===== src/rtl/mem_access_stage.sv =====
`default_nettype none
// ============================================================================
// Module   : mem_access_stage
// Brief    : MEM pipeline stage. Converts EX/MEM load/store control into a
//            req/ack data-memory transaction with stall, timeout and
//            misalignment detection.
// Revision : 1.0  initial release
// ============================================================================
module mem_access_stage #(
    parameter int TIMEOUT_CYCLES = 16
) (
    input  logic        clk,
    input  logic        reset,
    input  logic        memReadInput,
    input  logic        memWriteInput,
    input  logic        memToRegInput,
    input  logic        regWriteInput,
    input  logic [31:0] aluResultInput,
    input  logic [31:0] writeDataInput,
    input  logic [4:0]  regWriteAddressInput,
    input  logic        stallInput,
    output logic        memReq,
    output logic        memWe,
    output logic [31:0] memAddr,
    output logic [31:0] memWdata,
    input  logic        memAck,
    input  logic [31:0] memRdata,
    output logic        stallOutput,
    output logic        memToRegOutput,
    output logic        regWriteOutput,
    output logic [31:0] dataMemoryOutput,
    output logic [31:0] aluResultOutput,
    output logic [4:0]  regWriteAddressOutput,
    output logic        misalignedOutput,
    output logic        busErrorOutput
);

    localparam int c_cnt_w = $clog2(TIMEOUT_CYCLES);
    localparam logic [c_cnt_w-1:0] c_cnt_max = c_cnt_w'(TIMEOUT_CYCLES - 1);

    typedef enum logic [1:0] {
        S_IDLE = 2'd0,
        S_BUSY = 2'd1,
        S_DONE = 2'd2
    } state_t;

    state_t              r_state;
    state_t              w_next;
    logic                r_req;
    logic                r_we;
    logic [31:0]         r_addr;
    logic [31:0]         r_wdata;
    logic [31:0]         r_rdata;
    logic [c_cnt_w-1:0]  r_cnt;
    logic                r_err;

    logic                w_access;
    logic                w_aligned;
    logic                w_start;
    logic                w_ack;
    logic                w_timeout;

    assign w_access  = memReadInput | memWriteInput;
    assign w_aligned = (aluResultInput[1:0] == 2'b00);

    always_ff @(posedge clk or posedge reset) begin
        if (reset) begin
            r_state <= S_IDLE;
        end else begin
            r_state <= w_next;
        end
    end

    always_comb begin
        w_next    = r_state;
        w_start   = 1'b0;
        w_ack     = 1'b0;
        w_timeout = 1'b0;
        case (r_state)
            S_IDLE: begin
                if (w_access && w_aligned) begin
                    w_start = 1'b1;
                    w_next  = S_BUSY;
                end
            end
            S_BUSY: begin
                // An ack on the final counted cycle takes priority over the timeout.
                if (memAck) begin
                    w_ack  = 1'b1;
                    w_next = S_DONE;
                end else if (r_cnt == c_cnt_max) begin
                    w_timeout = 1'b1;
                    w_next    = S_DONE;
                end
            end
            S_DONE: begin
                if (!stallInput) begin
                    w_next = S_IDLE;
                end
            end
            default: w_next = S_IDLE;
        endcase
    end

    always_ff @(posedge clk or posedge reset) begin
        if (reset) begin
            r_req   <= 1'b0;
            r_we    <= 1'b0;
            r_addr  <= 32'd0;
            r_wdata <= 32'd0;
            r_rdata <= 32'd0;
            r_cnt   <= '0;
            r_err   <= 1'b0;
        end else if (w_start) begin
            r_req   <= 1'b1;
            r_we    <= memWriteInput;
            r_addr  <= aluResultInput;
            r_wdata <= writeDataInput;
            r_cnt   <= '0;
        end else if (w_ack) begin
            if (!r_we) begin
                r_rdata <= memRdata;
            end
            r_req <= 1'b0;
            r_we  <= 1'b0;
            r_err <= 1'b0;
        end else if (w_timeout) begin
            // A timed-out load returns zero so stale data never reaches writeback.
            if (!r_we) begin
                r_rdata <= 32'd0;
            end
            r_req <= 1'b0;
            r_err <= 1'b1;
        end else if (r_state == S_BUSY) begin
            r_cnt <= r_cnt + c_cnt_w'(1);
        end
    end

    assign memReq   = r_req;
    assign memWe    = r_we;
    assign memAddr  = r_addr;
    assign memWdata = r_wdata;

    assign stallOutput = ~reset & (((r_state == S_IDLE) & w_access & w_aligned) |
                                   (r_state == S_BUSY));
    assign misalignedOutput      = w_access & ~w_aligned;
    assign busErrorOutput        = ~reset & (r_state == S_DONE) & r_err;
    assign regWriteOutput        = regWriteInput & ~misalignedOutput &
                                   ~((r_state == S_DONE) & r_err);
    assign memToRegOutput        = memToRegInput;
    assign aluResultOutput       = aluResultInput;
    assign regWriteAddressOutput = regWriteAddressInput;
    assign dataMemoryOutput      = r_rdata;

endmodule
`default_nettype wire


===== config.mk =====
export PLATFORM = sky130hd
export DESIGN_NAME = mem_access_stage
export DESIGN_NICKNAME = d
export VERILOG_FILES = /design/src/rtl/mem_access_stage.sv
export SDC_FILE = /design/constraint.sdc
export NUM_CORES = 1
export LEC_CHECK = 0
export CORE_ASPECT_RATIO = 0.75
export CORE_UTILIZATION = 40
export DETAILED_ROUTE_END_ITERATION = 10
export PLACE_DENSITY = 0.87
export REMOVE_ABC_BUFFERS = 1
export SLEW_MARGIN = 20
export SYNTH_ARGS = -nofsm -noshare
export SYNTH_HDL_FRONTEND = slang
export SYNTH_SLANG_ARGS = --single-unit

===== constraint.sdc =====
create_clock -name clk -period 14.54 [get_ports clk]
set_clock_uncertainty 0.2 [all_clocks]
set_input_delay 4.362 -clock clk [delete_from_list [all_inputs] [get_ports clk]]
set_output_delay 4.362 -clock clk [all_outputs]
set_load 0.02 [all_outputs]

Yosys cells after proc, flatten, opt, wreduce, memory -nomap -nowiden:

Cells that the tools add are included.

* register bits: 105
* logic and storage cells: 73
* input bits: 109

* multiplexer cells: 27
* add/sub/neg operators: 1
* reduce and logical (&&, ||, !) cells: 11
* equal/unequal tests: 10
* bitwise gates (word level): 16

Operators with widths (count)
* two-way mux 32 bit: 4
* two-way mux 4 bit: 4
* two-way mux 1 bit: 14
* != test 2 bit (second input constant): 6
* bitwise AND 1 bit: 9
* two-way mux 2 bit: 4
* case mux 2 bit (3 select lines): 1
* AND reduction 3 bit: 2
* nonzero test 2 bit: 3
* NOT 1 bit: 5
* adder 4 x 1 -> 4 bit (second input constant): 1
* == test 4 bit (second input constant): 1
* logical NOT 2 bit: 2
* AND reduction 4 bit: 1
* != test 3 bit (second input constant): 1
* nonzero test 3 bit: 1
* == test 2 x 1 -> 1 bit (second input constant): 1
* == test 2 bit (second input constant): 1
* bitwise OR 1 bit: 2
* AND reduction 2 bit: 1
* logical AND 1 bit: 1

Depth between registers and ports, before layout:

* word-level depth: 7
* gate-level depth with buffers: 6

Worst setup path before layout:

OpenSTA, ideal clock, no wires.

* kind: input to output
* from: input reset
* to: output stallOutput
* data arrival time: 6955 ps
* stages on the path: 2
* path buffers: 0
* slack: 3023 ps
* cells stage by stage: inv_1 -> o21a_1

* longest elaborated chain between the ends: 2

RTL lines
* start: declaration: RTL line 13 `input logic reset,`
* NOT 1 bit: RTL line 144 `assign stallOutput = ~reset & (((r_state == S_IDLE) & w_access & w_aligned) |`
* bitwise AND 1 bit: RTL line 144
* end: declaration: RTL line 28 `output logic stallOutput,`

Every way passes these cells.

Final worst setup path:

* from: input aluResultInput[1]
* to: output stallOutput

* longest elaborated chain between the ends: 4

RTL lines
* start: declaration: RTL line 18 `input logic [31:0] aluResultInput,`
* logical NOT 2 bit: RTL line 64 `assign w_aligned = (aluResultInput[1:0] == 2'b00);`
* bitwise AND 1 bit: RTL line 144
* bitwise OR 1 bit: RTL line 144
* bitwise AND 1 bit: RTL line 144

Every way passes these cells.

==> metrics.cfg <==
[routing]
dr.pass1.iters=4
dr.first_iter.drc_count=136
via_per_inst=4.86
ant_nets=0
detail_route.wl_per_cell_um=16.4
totalWireLength_um=10400
drc_errors=0
via_count=3084

[grt]
grtUsageTotal_pct=19.4
grt_max_degree=69
grt_first_pass_wirelength_um=16500
grt_pass1_vias=3236
grt_overflow=0
antenna_found_initial=0

[timing]
rsz0062_at_grt=false
hold_violations=0
max_slew_margin_pct=42.1
final-setup-viol-count=0
finalCritPeriodShare_pct=74.5
whs_ps=289
tns_ps=0
worst_pin_slew_ps=869
layout_min_cycle_time_ps=10830
drv_slew=0
fin_ws_ps=3710
fmax_ghz=0.0924

[clock_tree]
htreeDepth=3
clockBufferDepth=2
clockRootBuffer=clkbuf_16
cts_made_buffers=9
cts_setup_buffers=0
cts_tree=done
path_clk_slew_ps=60
cts.sinks=105
cts-resized-gates=0
worstSkewPairLatency_ps=330
cts_hold_buffers=0

[yosys]
seq_area_frac_synth_pct=61.8
syn_area_per_cell_um2=14.3
async_flop_share_pct=100
yosysWarnings=0
ys_types=29
ys_seq_elements=105
syn_inst=298
synth-edff-count=0
synth-main-ff-cell=dfrtp_1
netlist_area_mm2=0.00425

[floorplanning]
start_util_pct=41.2
io_pins=249
fp.dieArea_mm2=0.0111
rows=32
core_area_mm2=0.0103
die_w_um=121
die_y_um=91.3

[pwr]
irDropWorstVdd_v=0.0000997
cellPowerDensity_mw_per_mm2=182
p_switching_w=0.000407
p_leak_nw=2.84
clkPwrFrac_pct=19.2
seqPwrFrac_pct=37.6
comb_power_share_pct=43.3
intPower_w=0.000820
swShare_pct=33.2

[worst_setup_path]
critical_path.max_fanout=5
criticalPathCategory=primary input to primary output
endpoint_kind=primary output
r2r-end=memAddr[7]$_DFFE_PP0P_
cp.required_ps=9980
crit_top_cell=clkdlybuf4s50_1
max_stage_delay_ps=620
r2r_cells=4
setup.worst_path.start=aluResultInput[1]
worstPathCellList=clkdlybuf4s50_1 -> or4_1 -> nor2_4 -> o21a_1 -> clkdlybuf4s50_1
critPathLaunchType=primary input
r2r_start=r_state[1]$_DFFE_PP0P_
r2r_slack_ps=11860
cp.buffers_inverters=2
critPathSlowestCell=or4_1
path_delay_family=buffers and inverters
arrival_ps=6270

[layout]
nFillCells=752
n_antenna_cell=0
fin_nets=605
area_delta_synth_final_pct=58.2
instances_no_fill=635
drive_above_1_share_pct=15.8
multi_input_area_mm2=0.00125
final-seq-area_mm2=0.00263

[worst_hold_path]
whs_path_depth=1
hold_end=memAddr[14]$_DFFE_PP0P_
min_path_type=flop to flop
hold_start=memAddr[14]$_DFFE_PP0P_

[place]
post-dp-hpwl_um=7550
preCtsSetupSlack_ps=3710
dp.cells=620
place.gp.congestion=0.734
io_buffers=236

[job]
max_cap_violations=0

[outcome]
outcome=completed

-- worst register-to-register path: cells and delay by family (launching register included) --
kind	cells	cell delay (ps)
and+or+nand+nor	2	800
buffers and inverters	1	670
muxes	1	470
DFF	1	420
-- routing by layer --
| metal | wire length (µm) | part of all wire (%) | global-route usage (%) | up-vias |
|---|---|---|---|---|
| li1 | - | - | - | 1419 |
| met1 | 4180 | 40 | 22.9 | 1507 |
| met2 | 5240 | 50 | 33.0 | 141 |
| met3 | 844 | 8.1 | 7.29 | 17 |
| met4 | 157 | 1.5 | 5.56 | 0 |
| met5 | 0 | 0 | 0 | - |
-- power groups by stage --
stage / Combinational [W] / Clock, W / Sequential [W]
after CTS: 0.000538 / 0.000242 / 0.000461
after global routing: 0.000558 / 0.000255 / 0.000474
final: 0.000531 / 0.000235 / 0.000461
after global placement: 0.000526 / 0 / 0.000458
after floorplan: 0.000114 / 0 / 0.000588
after detailed placement: 0.000536 / 0 / 0.000464
-- flip-flops by register name (all words and copies together) (netlist names) --
signal and cells:
r_err 1, memAddr 32, r_state 2, r_cnt 4, dataMemoryOutput 32, memWe 1, memWdata 32, memReq 1
-- metrics by stage --
step	power [W]	instance area, µm²	util, %
floorplan	0.000701	3880	-
global placement	0.000984	6440	62.3
detailed placement	0.00100	6440	62.4
CTS	0.00124	6730	65.2
global route	0.00129	6730	65.2
finish	0.00123	6730	65.2
-- kinds of logic after synthesis --
family,Yosys count,share of synthesized area [%]
flip-flops,105,61.8
AO/OA/AOI/OAI,46,8.47
AND/OR/NAND/NOR,26,3.47
multiplexers,64,16.9
buffers and inverters,56,9.12
adder cells (fa/ha/maj),1,0.294
-- placed cells by master, fill, tap and decap left out, drive strengths merged, types with 2 or more instances in the layout --
| cell | instances |
|---|---|
| mux2 | 62 |
| o22ai | 2 |
| o21ai | 5 |
| buf | 3 |
| a21oi | 4 |
| dfrtp | 105 |
| nand3 | 4 |
| clkbuf | 11 |
| clkinv | 2 |
| nand2 | 4 |
| inv | 3 |
| clkdlybuf4s50 | 236 |
| o21a | 2 |
| nor2 | 6 |
| nor2b | 4 |
| mux2i | 2 |
| a22o | 32 |
-- how the worst max path moves through the flow --
stage | to | cells after the start
after CTS | stallOutput | 5
after global routing | stallOutput | 5
after detailed placement | stallOutput | 5
final | stallOutput | 5
after floorplan | stallOutput | 2
after global placement | stallOutput | 5
-- synthesized netlist by cell type, types with 2 or more instances --
| library cell | count | area share (%) |
|---|---|---|
| mux2_1 | 3 | 0.79 |
| nand2_1 | 4 | 0.35 |
| nor2b_1 | 4 | 0.59 |
| mux2_2 | 59 | 16 |
| clkbuf_1 | 7 | 0.62 |
| buf_6 | 2 | 0.53 |
| o22ai_1 | 2 | 0.29 |
| o21ai_0 | 5 | 0.59 |
| a22o_1 | 32 | 6.6 |
| nand3_1 | 4 | 0.47 |
| a21oi_1 | 4 | 0.47 |
| dfrtp_1 | 105 | 62 |
| nor2_1 | 5 | 0.44 |
| buf_4 | 43 | 7.6 |
| mux2i_1 | 2 | 0.47 |
| inv_1 | 3 | 0.26 |
| o21a_1 | 2 | 0.35 |
-- cell type report --
type / instances / share of cell area [%]
Clock buffer: 11 / 3.46
Sequential cell: 105 / 39.0
Clock inverter: 4 / 0.818
Tap cell: 136 / 2.53
Timing Repair Buffer: 239 / 35.4
Multi-Input combinational cell: 137 / 18.5
Inverter: 3 / 0.204
No activity file was read; power rests on OpenSTA's default activity.
